--- src/rtl/sn_stream_decoder.sv ---
// Stochastic-number stream decoder: counts the ones in a window of L valid
// bits (L = 8/16/32/64) and reports the count as the decoded value.
// Optional build macro SN_BIPOLAR_EN: result = 2*ones - L (two's complement)
// instead of the plain unsigned ones count.
module sn_stream_decoder #(
  parameter int unsigned RES_W = 8
) (
  input  logic             clk,
  input  logic             rst_n,
  input  logic             sn_bit,
  input  logic             sn_valid,
  input  logic             start,
  input  logic [1:0]       win_sel,
  input  logic             cont,
  input  logic             result_ack,
  output logic [RES_W-1:0] result,
  output logic             result_valid,
  output logic             busy,
  output logic             overrun
);

  typedef enum logic [1:0] {StIdle, StAccum, StDone} state_e;

  state_e           state_q, state_d;
  logic [1:0]       win_sel_q, win_sel_d;
  logic [6:0]       bit_cnt_q, bit_cnt_d;
  logic [6:0]       ones_cnt_q, ones_cnt_d;
  logic [RES_W-1:0] result_q, result_d;
  logic             result_valid_q, result_valid_d;
  logic             overrun_q, overrun_d;

  logic [6:0]       win_len;
  logic [6:0]       bit_cnt_inc;
  logic [6:0]       ones_cnt_inc;
  logic             last_bit;
  logic [RES_W-1:0] window_value;

  // Window length 8 << win_sel; counters are 7 bits so 64 fits without wrap.
  assign win_len      = 7'd8 << win_sel_q;
  assign bit_cnt_inc  = bit_cnt_q + 7'd1;
  assign ones_cnt_inc = ones_cnt_q + {6'd0, sn_bit};
  assign last_bit     = (bit_cnt_inc == win_len);

  // Decoded value of the window including the bit accepted this cycle.
`ifdef SN_BIPOLAR_EN
  assign window_value = (RES_W'(ones_cnt_inc) << 1) - RES_W'(win_len);
`else
  assign window_value = RES_W'(ones_cnt_inc);
`endif

  // Next-state, counter and result-handshake logic.
  always_comb begin
    state_d        = state_q;
    win_sel_d      = win_sel_q;
    bit_cnt_d      = bit_cnt_q;
    ones_cnt_d     = ones_cnt_q;
    result_d       = result_q;
    result_valid_d = result_valid_q;
    overrun_d      = overrun_q;

    // A completion in the same cycle overrides this clear below.
    if (result_ack) begin
      result_valid_d = 1'b0;
    end

    case (state_q)
      StIdle, StDone: begin
        if (start) begin
          win_sel_d  = win_sel;
          bit_cnt_d  = 7'd0;
          ones_cnt_d = 7'd0;
          overrun_d  = 1'b0;
          state_d    = StAccum;
        end
      end
      StAccum: begin
        // start wins over a bit arriving in the same cycle, even a completing one.
        if (start) begin
          win_sel_d  = win_sel;
          bit_cnt_d  = 7'd0;
          ones_cnt_d = 7'd0;
          overrun_d  = 1'b0;
        end else if (sn_valid) begin
          if (last_bit) begin
            result_d       = window_value;
            result_valid_d = 1'b1;
            if (result_valid_q && !result_ack) begin
              overrun_d = 1'b1;
            end
            bit_cnt_d  = 7'd0;
            ones_cnt_d = 7'd0;
            state_d    = cont ? StAccum : StDone;
          end else begin
            bit_cnt_d  = bit_cnt_inc;
            ones_cnt_d = ones_cnt_inc;
          end
        end
      end
      default: state_d = StIdle;
    endcase
  end

  // State registers; rst_n is an active-high asynchronous reset here.
  always_ff @(posedge clk or posedge rst_n) begin
    if (rst_n) begin
      state_q        <= StIdle;
      win_sel_q      <= 2'b00;
      bit_cnt_q      <= 7'd0;
      ones_cnt_q     <= 7'd0;
      result_q       <= '0;
      result_valid_q <= 1'b0;
      overrun_q      <= 1'b0;
    end else begin
      state_q        <= state_d;
      win_sel_q      <= win_sel_d;
      bit_cnt_q      <= bit_cnt_d;
      ones_cnt_q     <= ones_cnt_d;
      result_q       <= result_d;
      result_valid_q <= result_valid_d;
      overrun_q      <= overrun_d;
    end
  end

  assign result       = result_q;
  assign result_valid = result_valid_q;
  assign busy         = (state_q == StAccum);
  assign overrun      = overrun_q;

endmodule

--- config.mk ---
export PLATFORM = sky130hd
export DESIGN_NAME = sn_stream_decoder
export DESIGN_NICKNAME = d
export VERILOG_FILES = /design/src/rtl/sn_stream_decoder.sv
export SDC_FILE = /design/constraint.sdc
export NUM_CORES = 1
export LEC_CHECK = 0
export CAP_MARGIN = 20
export CORE_MARGIN = 2
export CORE_UTILIZATION = 25
export CTS_BUF_LIST = sky130_fd_sc_hd__clkbuf_8 sky130_fd_sc_hd__clkbuf_16
export CTS_CLUSTER_SIZE = 28
export DETAILED_ROUTE_END_ITERATION = 16
export SYNTH_ARGS = -nofsm -noshare
export SYNTH_HDL_FRONTEND = slang
export SYNTH_SLANG_ARGS = --single-unit
--- constraint.sdc ---
create_clock -name clk -period 6.3 [get_ports clk]
set_input_delay 1.89 -clock clk [delete_from_list [all_inputs] [get_ports clk]]
set_output_delay 1.89 -clock clk [all_outputs]
set_load 0.03 [all_outputs]
==> flow_summary.toml <==
[routing]
routed_wirelength_mm = 3.050
drt_pre_antenna_iters = 4
detail_route.wl_per_cell_um = 12.82
num_vias = 1148
ant_nets = 0
viasPerCell = 4.824
drtIter0Drc = 51
drcViolationCount = 0

[grt]
track_usage = 0.09300
grt_max_degree = 28
overflow = 0
grt_pass1_wl_mm = 5.430
antenna_found_initial = 0
grt_pass1_vias = 1113

[yosys]
synth_ff_type = "dfrtp_1"
synth.yosys.warnings = 0
seq_area_frac_synth = 0.4249
synth-edff-count = 0
syn_inst = 145
synth_fp_nets = 157
ys_seq_elements = 27
avgSynthCellArea_sq_um = 10.97
yosys.cell_types.count = 44
yosysTopAreaCell = "dfrtp_1"
async_flop_share = 1.000
yosys-top-cells-area = "dfrtp_1 42%, mux2_4 6.6%, a221o_1 3.8%"
post-synth-top-area-fraction = 0.4249
netlist_area_sq_um = 1590

[floorplan]
dieHeight_um = 83.76
die_width_um = 83.76
start_util = 0.2548
rows = 29
core-area_sq_um = 6241
dieArea_sq_um = 7015
io_pins = 20

[final_layout]
layout-drive-gt1-share = 0.1615
final_common_cell = "dfrtp_1"
antenna_cells = 0
fill_cells = 658
syn_to_final_growth_pct = 17.47
seqCellArea_sq_um = 675.6
nets = 174
multi_input_area_sq_um = 828.3
final_area_sq_um = 1868
final_cell_mix = "27 x dfrtp_1, 18 x clkdlybuf4s50_1, 14 x nand2_1, 12 x nor2_1, 7 x mux2_4"

[worst_setup_path]
worst-path-buf-inv = 1
crit_path_max_incr_delay_ns = 0.78
endpoint_kind = "register"
path_delay_family = "compound AO/OA/AOI/OAI gates"
cp.arrival_ns = 3.71
r2r-start = "bit_cnt_q[0]$_DFFE_PP0P_"
crit_type = "in2reg"
critical_path.max_fanout = 14
reg2reg_slack_ns = 3.64
worstPathRequired_ns = 6.44
crit_slowest_cell = "o21ai_1"
reg2reg_depth = 7
start_kind = "input pin"
reg2reg_to = "result[0]$_DFFE_PP0P_"
crit_path_cell_trace = "clkdlybuf4s50_1 > and2_2 > o21ai_1 > nor2_1 > a31oi_1 > a21oi_1"

[placement]
place_area_sq_um = 1795
port_buffers = 18
dp_slack_ns = 2.440
dp_hpwl_mm = 2.142
gp_congestion = 0.7777

[timing]
finalMaxSlewViolations = 0
post-route-period-util = 0.5661
finalHoldViolCount = 0
finalWorstSetupSlack_ns = 2.733
fin_tns_setup_ns = 0
finClkSkew_ns = 0.003713
maxSlewHeadroom = 0.3202
period_needed_ns = 3.567
fmax_ghz = 0.2804
setup_viol = 0
tightest_slew_ns = 1.013
rsz0062_at_grt = "no"

[power_and_ir_drop]
peakVddDrop_uv = 82.93
p_int_uw = 234.4
power_frac_comb = 0.107
p_leak_nw = 0.8154
switchingPower_uw = 76.24
clkPwrFrac = 0.311
p_total_uw = 310.6
netSwitchingFraction = 0.2454
pwr-share-seq = 0.582
power.density_nw_per_um2 = 166.3

[outcome]
outcome = "complete, no violations"

[min_path]
holdCritStartpoint = "result[0]$_DFFE_PP0P_"
whs_endpoint = "result[0]$_DFFE_PP0P_"
hold_class = "reg2reg"
min_path_cells = 1

[clock_tree]
clk_pin_slew_ns = 0.09
clk_latency_ns = 0.27
post_cts_resized = 0
holdBufCountCts = 0
clockBufferDepth = 2
cts_root_buffer = "clkbuf_8"
cts_buffers = 3
clock-sinks = 27
postCtsSetupRepairBufs = 0
htreeDepth = 1
cts_tree = "done"

[run]
drv_cap = 0
## worst reg2reg max path, stage by stage, from the launching register on
cell,delay (ns)
dfrtp_1,0.42
ha_1,0.31
nand2_1,0.12
or4b_1,0.49
o211ai_2,0.09
a41o_1,0.51
nand3_4,0.25
mux2_4,0.36
## layer usage
metal / part of all wire / GRT usage / up-vias
met5: 0 / 0 / -
met2: 0.46 / 0.1462 / 18
met4: 0.0046 / 0.01760 / 0
met3: 0.037 / 0.02077 / 2
li1: - / - / 565
met1: 0.50 / 0.1323 / 563
## Yosys cell counts, types with 2 or more instances
master and count:
xnor2_1 3, dfrtp_1 27, nor3_1 2, a22o_1 6, o21ai_0 3, mux2_4 7
a21oi_1 6, mux2_2 3, nand3_1 4, buf_6 4, a221o_1 6, nand3_2 3
ha_1 3, a2111oi_0 2, inv_1 4, xor2_1 5, and2_2 3, mux2i_1 2
nor2_1 12, and2_1 3, nand2_1 14
## worst max path at each step
stage          slack (ns)                     to     start  cells past startpoint
2_1_floorplan        3.26  result[6]$_DFFE_PP0P_    sn_bit                      6
3_3_place_gp         2.48    overrun$_DFFE_PP0P_  sn_valid                      6
3_5_place_dp         2.44    overrun$_DFFE_PP0P_  sn_valid                      6
4_1_cts              2.74    overrun$_DFFE_PP0P_  sn_valid                      6
5_1_grt              2.57    overrun$_DFFE_PP0P_  sn_valid                      6
6_report             2.73    overrun$_DFFE_PP0P_  sn_valid                      6
## state kept, by name (all words and copies together), names as in the netlist
name,cells
result,7
result_valid,1
win_sel_q,2
overrun,1
bit_cnt_q,7
state_q,2
ones_cnt_q,7
## power by group through the flow
stage                     logic, mW  registers, mW  clock network, mW
after floorplan              0.0248          0.183                  0
after global placement       0.0313          0.184                  0
after detailed placement     0.0315          0.184                  0
after CTS                    0.0316          0.181             0.0991
after global routing         0.0369          0.181              0.108
final                        0.0333          0.181             0.0966
## final cells by class
cell class,instances,area share
multi-input combinational,107,0.4434
sequential,27,0.3617
timing repair buffer,19,0.1112
tap,77,0.05157
clock buffer,3,0.02210
inverter,4,0.008038
clock inverter,1,0.002009
## cell families after synthesis
family                   after synthesis  share of synthesized area
adder cells (fa/ha/maj)                3                    0.02361
multiplexers                          12                    0.09992
buffers and inverters                 11                    0.05428
AO/OA/AOI/OAI                         31                     0.1668
flip-flops                            27                     0.4249
AND/OR/NAND/NOR                       52                     0.1841
other                                  1                   0.002358
XOR/XNOR                               8                    0.04406
## through the flow
stage               std cells  hold WS (ns)  utilization
floorplan                 145        0.4771            -
global placement          233        0.4930       0.2877
detailed placement        233        0.4920       0.2877
CTS                       237        0.5143       0.2949
global route              238        0.5318       0.2993
finish                    238        0.5104       0.2993
Note: power is estimated with default switching activity, not from simulation.
